==> config.mk <==
export PLATFORM = sky130hd
export DESIGN_NAME = vga_timing_rx
export DESIGN_NICKNAME = d
export VERILOG_FILES = /design/src/rtl/vga_pkg.sv /design/src/rtl/vga_edge_meter.sv /design/src/rtl/vga_timing_rx.sv
export SDC_FILE = /design/constraint.sdc
export NUM_CORES = 1
export LEC_CHECK = 0
export ABC_AREA = 1
export CAP_MARGIN = 20
export CORE_MARGIN = 5
export CORE_UTILIZATION = 26
export CTS_BUF_LIST = sky130_fd_sc_hd__clkbuf_16
export DETAILED_ROUTE_END_ITERATION = 10
export PLACE_DENSITY_LB_ADDON = 0.3
export RECOVER_POWER = 25
export SLEW_MARGIN = 20
export SYNTH_ARGS = -nofsm -noshare
export SYNTH_HDL_FRONTEND = slang
export SYNTH_SLANG_ARGS = --single-unit
==> constraint.sdc <==
create_clock -name clock -period 5.15 [get_ports clock]
set_clock_uncertainty 0.1 [all_clocks]
set_input_delay 0.515 -clock clock [delete_from_list [all_inputs] [get_ports clock]]
set_output_delay 0.515 -clock clock [all_outputs]
set_load 0.02 [all_outputs]
==> src/rtl/vga_pkg.sv <==
`default_nettype none
// ============================================================================
// Module   : vga_pkg
// Desc     : Shared VGA timing constants and sync-receiver state encoding.
// Revision : 1.0 - initial release
// ============================================================================
package vga_pkg;

    typedef enum logic [1:0] {
        SEARCH = 2'd0,
        TRACK  = 2'd1,
        CHECK  = 2'd2,
        LOCKED = 2'd3
    } rx_state_t;

    // 640x400 @ 70 Hz; horizontal in pixel clocks, vertical in lines
    localparam int unsigned c_vga_hact   = 640;
    localparam int unsigned c_vga_hfp    = 16;
    localparam int unsigned c_vga_hsw    = 96;
    localparam int unsigned c_vga_hbp    = 48;
    localparam int unsigned c_vga_htotal = c_vga_hact + c_vga_hfp + c_vga_hsw + c_vga_hbp;
    localparam int unsigned c_vga_vact   = 400;
    localparam int unsigned c_vga_vfp    = 12;
    localparam int unsigned c_vga_vsw    = 2;
    localparam int unsigned c_vga_vbp    = 35;
    localparam int unsigned c_vga_vtotal = c_vga_vact + c_vga_vfp + c_vga_vsw + c_vga_vbp;

    function automatic logic in_range(input logic [11:0] pos,
                                      input logic [11:0] lo,
                                      input logic [11:0] hi);
        return (pos >= lo) && (pos < hi);
    endfunction

endpackage
`default_nettype wire

==> src/rtl/vga_edge_meter.sv <==
`default_nettype none
// ============================================================================
// Module   : vga_edge_meter
// Desc     : Samples one normalised sync (1 = sync level) on each enable strobe,
//            flags the sync-to-inactive edge and measures period and pulse width.
// Revision : 1.0 - initial release
// ============================================================================
module vga_edge_meter #(
    parameter int W = 12
) (
    input  logic         clk,
    input  logic         rst,
    input  logic         i_en,
    input  logic         i_sync,
    output logic         o_edge,
    output logic [W-1:0] o_pos,
    output logic         o_sat,
    output logic [W-1:0] o_period_now,
    output logic [W-1:0] o_period,
    output logic [W-1:0] o_width
);

    localparam logic [W-1:0] c_max = {W{1'b1}};

    logic         r_prev;
    logic [W-1:0] r_pos;
    logic [W-1:0] r_wcnt;
    logic [W-1:0] w_pos_inc;
    logic [W-1:0] w_wcnt_inc;

    assign w_pos_inc  = (r_pos  == c_max) ? c_max : r_pos  + W'(1);
    assign w_wcnt_inc = (r_wcnt == c_max) ? c_max : r_wcnt + W'(1);

    assign o_edge       = i_en & r_prev & ~i_sync;
    assign o_period_now = w_pos_inc;

    // Position of the current cycle: the edge strobe is 0, later strobes count
    // up, and between strobes the last strobe's position is held.
    always_comb begin
        o_pos = r_pos;
        if (i_en) begin
            o_pos = o_edge ? '0 : w_pos_inc;
        end
    end

    assign o_sat = (o_pos == c_max);

    always_ff @(posedge clk or posedge rst) begin
        if (rst) begin
            r_prev   <= 1'b0;
            r_pos    <= '0;
            r_wcnt   <= '0;
            o_period <= '0;
            o_width  <= '0;
        end else if (i_en) begin
            r_prev <= i_sync;
            r_pos  <= o_pos;
            r_wcnt <= i_sync ? w_wcnt_inc : '0;
            if (o_edge) begin
                o_period <= w_pos_inc;
                o_width  <= r_wcnt;
            end
        end
    end

endmodule
`default_nettype wire

==> src/rtl/vga_timing_rx.sv <==
`default_nettype none
// ============================================================================
// Module   : vga_timing_rx
// Desc     : VGA sync receiver; measures hs/vs geometry, locks onto a stable
//            mode and regenerates beam position and the data-enable window.
// Revision : 1.0 - initial release
// ============================================================================
module vga_timing_rx
    import vga_pkg::*;
#(
    parameter logic        HS_POL = 1'b0,
    parameter logic        VS_POL = 1'b1,
    parameter int unsigned HBP    = c_vga_hbp,
    parameter int unsigned HACT   = c_vga_hact,
    parameter int unsigned VBP    = c_vga_vbp,
    parameter int unsigned VACT   = c_vga_vact
) (
    input  logic        clock,
    input  logic        reset,
    input  logic        hs,
    input  logic        vs,
    output logic        de,
    output logic [9:0]  x,
    output logic [9:0]  y,
    output logic        locked,
    output logic        frame_start,
    output logic [11:0] htotal,
    output logic [11:0] hsw,
    output logic [10:0] vtotal,
    output logic [10:0] vsw
);

    localparam logic [11:0] c_hbp  = 12'(HBP);
    localparam logic [11:0] c_hend = 12'(HBP + HACT);
    localparam logic [10:0] c_vbp  = 11'(VBP);
    localparam logic [10:0] c_vend = 11'(VBP + VACT);

    logic        w_hsync;
    logic        w_vsync;
    logic        w_hedge;
    logic        w_vedge;
    logic [11:0] w_hpos;
    logic [10:0] w_vpos;
    logic        w_hsat;
    logic        w_vsat;
    logic [11:0] w_htotal_now;
    logic [10:0] w_vtotal_now;

    assign w_hsync = (hs == HS_POL);
    assign w_vsync = (vs == VS_POL);

    vga_edge_meter #(.W(12)) u_hmeter (
        .clk          (clock),
        .rst          (reset),
        .i_en         (1'b1),
        .i_sync       (w_hsync),
        .o_edge       (w_hedge),
        .o_pos        (w_hpos),
        .o_sat        (w_hsat),
        .o_period_now (w_htotal_now),
        .o_period     (htotal),
        .o_width      (hsw)
    );

    // vs is only looked at on line starts, so its edge is a frame start
    vga_edge_meter #(.W(11)) u_vmeter (
        .clk          (clock),
        .rst          (reset),
        .i_en         (w_hedge),
        .i_sync       (w_vsync),
        .o_edge       (w_vedge),
        .o_pos        (w_vpos),
        .o_sat        (w_vsat),
        .o_period_now (w_vtotal_now),
        .o_period     (vtotal),
        .o_width      (vsw)
    );

    rx_state_t   r_state;
    rx_state_t   w_state_next;
    logic [11:0] r_href;
    logic        r_href_valid;
    logic [10:0] r_vref;
    logic        w_line_bad;
    logic        w_sat;
    logic        w_lock_next;
    logic        w_in_win;

    assign w_line_bad = w_hedge & r_href_valid & (w_htotal_now != r_href);
    assign w_sat      = w_hsat | w_vsat;

    always_comb begin
        w_state_next = r_state;
        case (r_state)
            SEARCH: begin
                if (!w_sat && w_vedge) w_state_next = TRACK;
            end
            TRACK: begin
                if (w_sat || w_line_bad) w_state_next = SEARCH;
                else if (w_vedge)        w_state_next = CHECK;
            end
            CHECK: begin
                if (w_sat || w_line_bad) w_state_next = SEARCH;
                else if (w_vedge)        w_state_next = (w_vtotal_now == r_vref) ? LOCKED : SEARCH;
            end
            LOCKED: begin
                if (w_sat || w_line_bad || (w_vedge && (w_vtotal_now != r_vref)))
                    w_state_next = SEARCH;
            end
            default: w_state_next = SEARCH;
        endcase
    end

    // Line reference comes from the first full line after entering TRACK
    always_ff @(posedge clock or posedge reset) begin
        if (reset) begin
            r_state      <= SEARCH;
            r_href       <= '0;
            r_href_valid <= 1'b0;
            r_vref       <= '0;
        end else begin
            r_state <= w_state_next;
            if (r_state == SEARCH) begin
                r_href_valid <= 1'b0;
            end else if ((r_state == TRACK) && w_hedge && !r_href_valid) begin
                r_href       <= w_htotal_now;
                r_href_valid <= 1'b1;
            end
            if ((r_state == TRACK) && w_vedge) begin
                r_vref <= w_vtotal_now;
            end
        end
    end

    // Using the next state lets locked and de fall together on a bad line
    assign w_lock_next = (w_state_next == LOCKED);
    assign w_in_win    = w_lock_next
                       && in_range(w_hpos, c_hbp, c_hend)
                       && in_range({1'b0, w_vpos}, {1'b0, c_vbp}, {1'b0, c_vend});

    always_ff @(posedge clock or posedge reset) begin
        if (reset) begin
            de          <= 1'b0;
            x           <= '0;
            y           <= '0;
            locked      <= 1'b0;
            frame_start <= 1'b0;
        end else begin
            de          <= w_in_win;
            x           <= w_in_win ? 10'(w_hpos - c_hbp) : '0;
            y           <= w_in_win ? 10'(w_vpos - c_vbp) : '0;
            locked      <= w_lock_next;
            frame_start <= w_vedge;
        end
    end

endmodule
`default_nettype wire
==> results of run 1 <==
-- per-layer routing --
| metal | wire length, µm | track usage | part of all wire | up-vias |
|---|---|---|---|---|
| met3 | 470 | 0.02784 | 0.028 | 11 |
| met1 | 8432 | 0.1575 | 0.51 | 2559 |
| met4 | 149 | 0.02639 | 0.0089 | 0 |
| li1 | - | - | - | 2894 |
| met2 | 7621 | 0.1814 | 0.46 | 63 |
| met5 | 0 | 0 | 0 | - |
-- worst paths after layout --
kind                                           start                    to  slack [ns]
worst min register to register  u_hmeter.o_period[7]  u_hmeter.o_period[7]        0.38
max in group asynchronous                      reset                  x[1]        1.96
worst max register to register     u_hmeter.r_pos[0]                  y[9]        1.59
worst max-delay path                              hs                  y[9]        1.31
worst min-delay path            u_hmeter.o_period[7]  u_hmeter.o_period[7]        0.38
min in group asynchronous                      reset  u_hmeter.o_width[11]        1.04
-- cell usage after synthesis (all sizes together), types with 2 or more instances --
library cell  instances
o21ai                76
nor3                 10
or2                   2
a31oi                10
nand4                14
nand3b                3
ha                    6
a21oi                21
xnor2                 6
clkbuf               16
inv                 112
nand2               257
nor2                 90
o22ai                 5
dfrtp               143
nand3                56
buf                  10
xor2                 14
o21bai                6
-- kinds of logic (layout without fill, tap and decap cells) --
kind of cell,Yosys count,after routing
xor+xnor,20,20
simple gates,434,434
buf+inv,138,225
compound gates,124,124
flops,143,143
fa+ha+maj,6,6
-- state kept, by name, indices dropped and copies added, names as in the netlist --
signal / cells
u_vmeter.o_period: 11
locked: 1
u_vmeter.r_prev: 1
frame_start: 1
u_hmeter.o_period: 12
r_href: 12
u_vmeter.r_wcnt: 11
u_hmeter.r_pos: 12
de: 1
u_vmeter.o_width: 11
y: 10
u_hmeter.o_width: 12
u_vmeter.r_pos: 11
x: 10
r_state: 2
u_hmeter.r_wcnt: 12
u_hmeter.r_prev: 1
r_vref: 11
r_href_valid: 1
-- layout make-up --
cell class              instances  area, µm²
fillers                      2797      18140
flip-flops and latches        143       3578
multi-input cells             584       2904
repair buffers                 81      782.0
well taps                     341      426.7
clock buffers                  17      425.4
inverters                     112      421.7
clock inverters                15      123.9
-- placed cells by master, fill, tap and decap left out, types with 2 or more instances in the layout --
master	Yosys	final
nand2_1	244	243
dfrtp_1	143	143
inv_1	107	108
o21ai_0	73	73
clkdlybuf4s50_1	0	70
nor2_1	65	65
nand3_1	49	49
nor2_2	21	21
a21oi_1	18	18
clkbuf_16	0	17
xor2_1	14	14
nand4_1	13	13
nand2_2	12	13
a31oi_1	10	10
nor3_1	10	9
buf_4	2	7
o21bai_1	6	6
xnor2_1	6	6
ha_1	6	6
nand3_2	5	5
inv_2	5	5
o22ai_1	5	5
nor2_4	4	4
clkinvlp_4	0	4
nand3b_1	3	3
clkinv_4	0	3
a21oi_2	2	2
o21ai_1	2	2
or2_2	2	2
nand3_4	2	2
inv_6	0	2
clkinv_1	0	2
dlygate4sd3_1	0	2
-- power breakdown --
part | switching (mW) | internal, mW | total, mW | leakage [nW]
clock network | 0.488 | 0.660 | 1.15 | 0.263
logic | 0.501 | 0.307 | 0.808 | 1.87
registers | 0.111 | 1.29 | 1.40 | 1.91
total | 1.10 | 2.25 | 3.35 | 4.04
-- worst min-delay path: stages (launching register included) --
cell and delay (ns):
dfrtp_1 0.34, nand2_1 0.05, nand2_1 0.05
-- metrics by stage --
stage	cell area (µm²)	total power [mW]	setup WS, ns	std cells
after floorplan	7025	1.964	0.6971	865
after global placement	8117	2.233	1.067	1261
after detailed placement	8123	2.237	0.9644	1261
after CTS	8672	3.405	1.400	1293
after global routing	8662	3.581	0.8713	1293
final	8662	3.354	1.309	1293
==> flow_metrics.tcl, run 1 <==
set metrics [dict create \
    yosys-mux-area-fraction 0 \
    cts_buffers 17 \
    critical_path_buf_inv_count 3 \
    finalWirelength_um 16670 \
    cts_sinks 143 \
    ir_drop_mv 0.1749 \
    drv_cap 1 \
    syn_avg_cell_area_um2 8.122 \
    antenna_found_initial 0 \
    ant_nets 0 \
    fin_nets 949 \
    viasPerCell 4.275 \
    drcViolationCount 0 \
    synth_top_family_by_area "simple AND/OR/NAND/NOR gates" \
    clk_latency_ns 0.42 \
    rows 60 \
    ys.flop_type "dfrtp_1" \
    synth-seq-cells 143 \
    synth_compound_area_frac 0.09884 \
    drive_above_1_share 0.1029 \
    avgRoutedWirePerCell_um 12.89 \
    detail_route.first_pass.iterations 4 \
    yosys.area.top_type_share 0.5093 \
    post_cts_buffers 0 \
    synthCells 865 \
    tightestPinTransition_ns 2.231 \
    cp.required_ns 5.38 \
    min_period_ns 3.841 \
    arrival_ns 4.07 \
    gr-total-overflow 0 \
    place.gp.congestion 0.8191 \
    yosysTopAreaCell "dfrtp_1" \
    fin_crit_sh 0.7458 \
    portBuffers 72 \
    yosysWarnings 0 \
    first_global_vias 5533 \
    crit_family "buffers and inverters" \
    max_freq_mhz 260.3 \
    cp-end-kind "flip-flop" \
    start_util 0.2621 \
    syn_nets 875 \
    die_area_mm2 0.03041 \
    fin_util 0.3232 \
    root_buffer "clkbuf_16" \
    core-area_mm2 0.02680 \
    cpMaxStageDelayCell "clkbuf_1" \
    grt_max_degree 51 \
    synthTopCellsByArea "dfrtp_1 (51%), nand2_1 (13%), inv_1 (5.7%)" \
    cts_resized 0 \
    report.final.slew_viol_count 51 \
    synth_area_mm2 0.007025 \
    rsz0062_at_grt "false" \
    worstSetupPathType "in2reg" \
    violations "capacitance limit, slew limit" \
    path_cells "dlygate4sd3_1 -> nand2_2 -> clkbuf_1 -> nand2_1 -> inv_1 -> ha_1 -> nor3_1 -> nand3_1 -> nand3_1 -> nor2_1 -> nand3_2 -> nor2_1" \
    holdPathStages 2 \
    dp_hpwl_um 12260 \
    crit_path_max_incr_delay_ns 0.88 \
    synthSimpleGateAreaFrac 0.2769 \
    setup_tns_ns 0 \
    antenna_cells 0 \
    synth_cell_types 42 \
    clockBufferDepth 2 \
    crit_fanout 32 \
    synth-seq-area-share 0.5093 \
    critPathLaunchType "input port" \
    hold_viol 0 \
    drt-initial-drc-count 310 \
    whs_ns 0.3821 \
    grt_usage 0.1141 \
    die_x_um 174.4 \
    io_pins 73 \
    async_flop_share 1.000 \
    synth-xor-area-share 0.02493 \
    hp-class "reg2reg" \
    outcome "finished, violations left" \
    tritoncts "done" \
    total_leakage_power_nw 4.038 \
    grt_pass1_wl_um 28420 \
    syn_to_final_growth_pct 23.29 \
    postCtsHoldBufs 0 \
    finalSetupViolCount 0 \
    synth-edff-count 0 \
    die_y_um 174.4 \
    path_clk_slew_ns 0.06 \
    critical_path_depth 12 \
    slew_headroom -0.4957 \
    power_density_mw_per_mm2 387.2 \
    r2r_cells 14 \
    htreeDepth 4 \
    synthAdderAreaFrac 0.01069 \
    vias 5527 \
]
(Power assumes the default switching activity.)
==> run 2: changes to the inputs <==
- clock period: 5.15 -> 3.3 ns (I/O delays scaled with it)
==> run 2 against run 1 <==
Effect of this change: non-clock buffer count up 6; final area up 0.88%; largest power group unchanged; worst setup slack worse by 0.95 ns; wire length down 0.39%; sequential share of layout area down 0.35 points; combinational power up 56%; clock power up 63%; sequential power up 56%; flip-flop and latch count unchanged; the run still ends with capacitance limit, slew limit left; hold slack better by 0.0032 ns.
==> flow_metrics.tcl, run 2 (synthesized netlist as in run 1, its figures left out) <==
set metrics [dict create \
    outcome "finished, violations left" \
    violations "capacitance limit, slew limit" \
    grt_pass1_wl_um 28480 \
    ant_nets 0 \
    fin_cells 1299 \
    place_area_mm2 0.008185 \
    min_period_ns 2.941 \
    max_freq_mhz 340.0 \
    route.met3.wl_um 525 \
    crit_path_max_incr_delay_ns 0.42 \
    post-place-cells 1267 \
    cp.required_ns 3.51 \
    power_density_mw_per_mm2 608.8 \
    maxUsedRoutingLayer "met4" \
    drcViolationCount 0 \
    wl_met2_um 7783 \
    antenna_cells 0 \
    slew_headroom -0.3080 \
    post_cts_buffers 0 \
    crit_path_frequent_cell "nor2_1" \
    path_cells "ha_1 -> nand2_2 -> nor2_4 -> nand3_4 -> nand2_1 -> inv_1 -> nor2_1 -> ha_1 -> nand3_1 -> nor2_1 -> a21oi_1 -> nand2_2 -> nor2_4 -> nand3_2 -> buf_12 -> nor2_1" \
    p_total_mw 5.320 \
    cp-end-kind "flip-flop" \
    clockBufferDepth 2 \
    clk_latency_ns 0.43 \
    finalSetupViolCount 0 \
    r2r-start "u_hmeter.r_pos[0]" \
    drive_above_1_share 0.1106 \
    avgRoutedWirePerCell_um 12.79 \
    rsz0062_at_grt "false" \
    tritoncts "done" \
    fin_crit_sh 0.8913 \
    die_y_um 174.4 \
    finalWirelength_um 16610 \
    gr-total-overflow 0 \
    report.final.slew_viol_count 144 \
    grt_usage 0.1142 \
    antenna_found_initial 0 \
    arrival_ns 3.15 \
    root_buffer "clkbuf_16" \
    tightestPinTransition_ns 1.962 \
    place.gp.congestion 0.8131 \
    portBuffers 72 \
    met1_length_um 8189 \
    cts_resized 0 \
    fin_nets 955 \
    rows 60 \
    path_clk_slew_ns 0.07 \
    cts_buffers 17 \
    detail_route.first_pass.iterations 5 \
    hp-class "reg2reg" \
    total_leakage_power_nw 4.088 \
    crit_start "u_hmeter.r_pos[0]" \
    final_common_cell "nand2_1" \
    die_x_um 174.4 \
    drv_cap 1 \
    cts_sinks 143 \
    critPathLaunchType "flip-flop" \
    final_cell_mix "nand2_1 (244), dfrtp_1 (142), inv_1 (106)" \
    htreeDepth 4 \
    setup_tns_ns 0 \
    cpMaxStageDelayCell "dfrtp_1" \
    min_from "u_hmeter.o_width[11]" \
    finalInstanceArea_mm2 0.008738 \
    start_util 0.2621 \
    vias 5625 \
    io_pins 73 \
    first_global_vias 5606 \
    r2r_setup_slack_ns 0.36 \
    drt-initial-drc-count 355 \
    fin_ws_ns 0.3588 \
    syn_to_final_growth_pct 24.38 \
    hold_viol 0 \
    grt_max_degree 144 \
    core-area_mm2 0.02680 \
    viasPerCell 4.330 \
    crit_fanout 21 \
    postCtsHoldBufs 0 \
    ir_drop_mv 0.2690 \
    place_ws_ns 0.3249 \
    dp_hpwl_um 12070 \
    worstSetupPathType "reg2reg" \
    die_area_mm2 0.03041 \
]
run 2: cell count changes in the layout (fill, tap and decap cells not counted), sizes merged:
cell,before,now
inv,115,120
buf,7,12
clkinv,6,4
dlygate4sd3,2,1
clkinvlp,5,2
clkdlybuf4s50,70,71
clkbuf,19,20
run 2: path summary, 6_finish.rpt:
check	cells past startpoint	to
max	16	y[9]
min	2	u_hmeter.o_width[11]
max reg2reg	16	y[9]
min reg2reg	2	u_hmeter.o_width[11]
max in group asynchronous	3	u_vmeter.r_pos[0]
min in group asynchronous	3	u_hmeter.o_width[2]
run 2: routing by layer:
metal / global-route usage / up-vias
li1: - / 2906
met1: 0.1560 / 2632
met2: 0.1834 / 80
met3: 0.03001 / 7
met4: 0.02375 / 0
met5: 0 / -
run 2: power by group:
| part | switching (mW) | internal, mW | total [mW] |
|---|---|---|---|
| Sequential | 0.170 | 2.01 | 2.18 |
| Combinational | 0.778 | 0.481 | 1.26 |
| Clock | 0.819 | 1.06 | 1.88 |
| Total | 1.77 | 3.55 | 5.32 |
run 2: final cells by class:
class                      instances  area [µm²]
tap                              341       426.7
clock inverter                    15       148.9
multi-input combinational        584        2895
sequential                       143        3580
timing repair buffer              87       838.3
fill                            2797       18060
clock buffer                      17       425.4
inverter                         112       424.2
run 2: worst max-delay path: cells and delay by family (launching register included):
kind	cells	cell delay, ns
AOI/OAI and AO/OA	1	0.08
adders and majority gates	2	0.54
DFF	1	0.42
buffers and inverters	2	0.28
and+or+nand+nor	11	1.40
run 2: metrics by stage:
stage / utilization / hold slack, ns
after floorplan: - / 0.3012
after global placement: 0.3054 / 0.3649
after detailed placement: 0.3054 / 0.3666
after CTS: 0.3268 / 0.3892
after global routing: 0.3261 / 0.4073
final: 0.3261 / 0.3853
==> run 3: changes to the inputs <==
==> constraint.sdc (replaced) <==
create_clock -name clock -period 3.3 [get_ports clock]
set_clock_uncertainty 0.1 [all_clocks]
set_input_delay 0.66 -clock clock [delete_from_list [all_inputs] [get_ports clock]]
set_output_delay 0.66 -clock clock [all_outputs]
set_load 0.02 [all_outputs]
==> run 3 against run 2 <==
Effect of this change: the run now ends clean; largest power group unchanged; die area did not move; critical endpoint unchanged; wire length grew 2.7%; utilization is 0.14 points higher; via count fell by 0.46%; sequential power about the same.
==> flow_metrics.tcl, run 3 (synthesized netlist as in run 1, its figures left out) <==
set metrics [dict create \
    portBuffers 72 \
    final_cell_mix "nand2_1 (243), dfrtp_1 (143), inv_1 (108)" \
    grt_max_degree 53 \
    die_y_um 174.4 \
    fin_crit_sh 0.9114 \
    dp_hpwl_um 12710 \
    avgRoutedWirePerCell_um 13.06 \
    io_pins 73 \
    hold_end "u_vmeter.o_period[5]" \
    total_leakage_power_nw 4.123 \
    clockBufferDepth 2 \
    core-area_mm2 0.02680 \
    slew_headroom 0.1439 \
    gr-total-overflow 0 \
    tritoncts "done" \
    post-place-cells 1275 \
    syn_to_final_growth_pct 24.93 \
    die_x_um 174.4 \
    grt_usage 0.1166 \
    outcome "finished, final reports clean" \
    vias 5599 \
    root_buffer "clkbuf_16" \
    place.gp.congestion 0.8196 \
    r2r_cells 16 \
    crit_fanout 21 \
    r2r_setup_slack_ns 0.29 \
    htreeDepth 4 \
    worstSetupPathType "reg2reg" \
    die_area_mm2 0.03041 \
    min_from "u_vmeter.o_period[5]" \
    rows 60 \
    clk_latency_ns 0.42 \
    cts_sinks 143 \
    fin_cells 1306 \
    setup_tns_ns 0 \
    rsz0062_at_grt "false" \
    antenna_found_initial 0 \
    ir_drop_mv 0.2827 \
    postCtsHoldBufs 0 \
    r2r-start "u_hmeter.r_pos[0]" \
    drv_cap 0 \
    power_density_mw_per_mm2 604.3 \
    path_clk_slew_ns 0.06 \
    start_util 0.2621 \
    hp-class "reg2reg" \
    hold_viol 0 \
    r2r-end "y[9]" \
    tightestPinTransition_ns 1.284 \
    critPathLaunchType "flip-flop" \
    holdPathStages 2 \
    cp.required_ns 3.49 \
    antenna_cells 0 \
    finalWirelength_um 17060 \
    post_cts_buffers 0 \
    viasPerCell 4.287 \
    place_area_mm2 0.008258 \
    cp-end-kind "flip-flop" \
    detail_route.first_pass.iterations 4 \
    p_total_mw 5.304 \
    finalInstanceArea_mm2 0.008777 \
    ant_nets 0 \
    drcViolationCount 0 \
    max_freq_mhz 332.5 \
    grt_pass1_wl_um 28860 \
    final_common_cell "nand2_1" \
    drt-initial-drc-count 307 \
    cts_buffers 17 \
    min_period_ns 3.008 \
    arrival_ns 3.20 \
    first_global_vias 5518 \
    finalSetupViolCount 0 \
    fin_nets 963 \
    report.final.slew_viol_count 0 \
    cts_resized 0 \
    drive_above_1_share 0.1150 \
]
==> run 3: changes by cell type in the layout (fill, tap and decap cells not counted), sizes merged <==
cell / change
bufinv: +1
buf: +8
clkinv: +3
clkinvlp: +1
inv: -6
==> run 3: per-layer routing <==
layer | part of all wire | wire [µm] | track usage | up-vias
li1 | - | - | - | 2934
met1 | 0.50 | 8588 | 0.1638 | 2591
met2 | 0.46 | 7815 | 0.1793 | 66
met3 | 0.029 | 500 | 0.02719 | 8
met4 | 0.0092 | 157 | 0.03431 | 0
met5 | 0 | 0 | 0 | -
==> run 3: layout make-up <==
class                   instances  area [µm²]
inverters                     112       421.7
clock inverters                14       127.6
repair buffers                 95       897.1
flip-flops and latches        143        3578
clock buffers                  17       425.4
multi-input cells             584        2900
fillers                      2802       18020
well taps                     341       426.7
==> run 3: power by group <==
group	internal, mW	switching [mW]	total [mW]
clock	1.09	0.742	1.84
combinational	0.495	0.799	1.29
sequential	2.01	0.164	2.17
total	3.60	1.71	5.30
==> run 3: worst max path at each step <==
stage,startpoint,end,slack [ns],cells after the start
floorplan,hs,x[4],0.67,16
global placement,hs,y[9],0.12,16
detailed placement,hs,y[9],0.05,13
CTS,u_hmeter.r_pos[0],y[9],0.23,16
global route,u_hmeter.r_pos[0],y[9],0.007,16
finish,u_hmeter.r_pos[0],y[9],0.29,16
==> run 3: per-stage QoR <==
step / hold slack, ns / utilization / setup WS [ns]
5_1_grt: 0.4057 / 0.3275 / 0.006623
4_1_cts: 0.3905 / 0.3288 / 0.2310
2_1_floorplan: 0.3524 / - / 0.6696
6_report: 0.3832 / 0.3275 / 0.2924
3_3_place_gp: 0.3660 / 0.3081 / 0.1218
3_5_place_dp: 0.3704 / 0.3081 / 0.04984
==> run 3: worst max-delay path, cell delays in order, from the launching register on <==
cell	delay [ns]
dfrtp_1	0.44
ha_1	0.27
nand2_2	0.12
nor2_4	0.20
nand3_4	0.21
buf_4	0.25
nand3_1	0.16
nand2_1	0.17
nor2_1	0.18
nand3_1	0.10
nor2_1	0.13
a21oi_1	0.08
nand2_2	0.10
nor2_4	0.04
nand3_2	0.07
buf_12	0.19
nor2_1	0.05
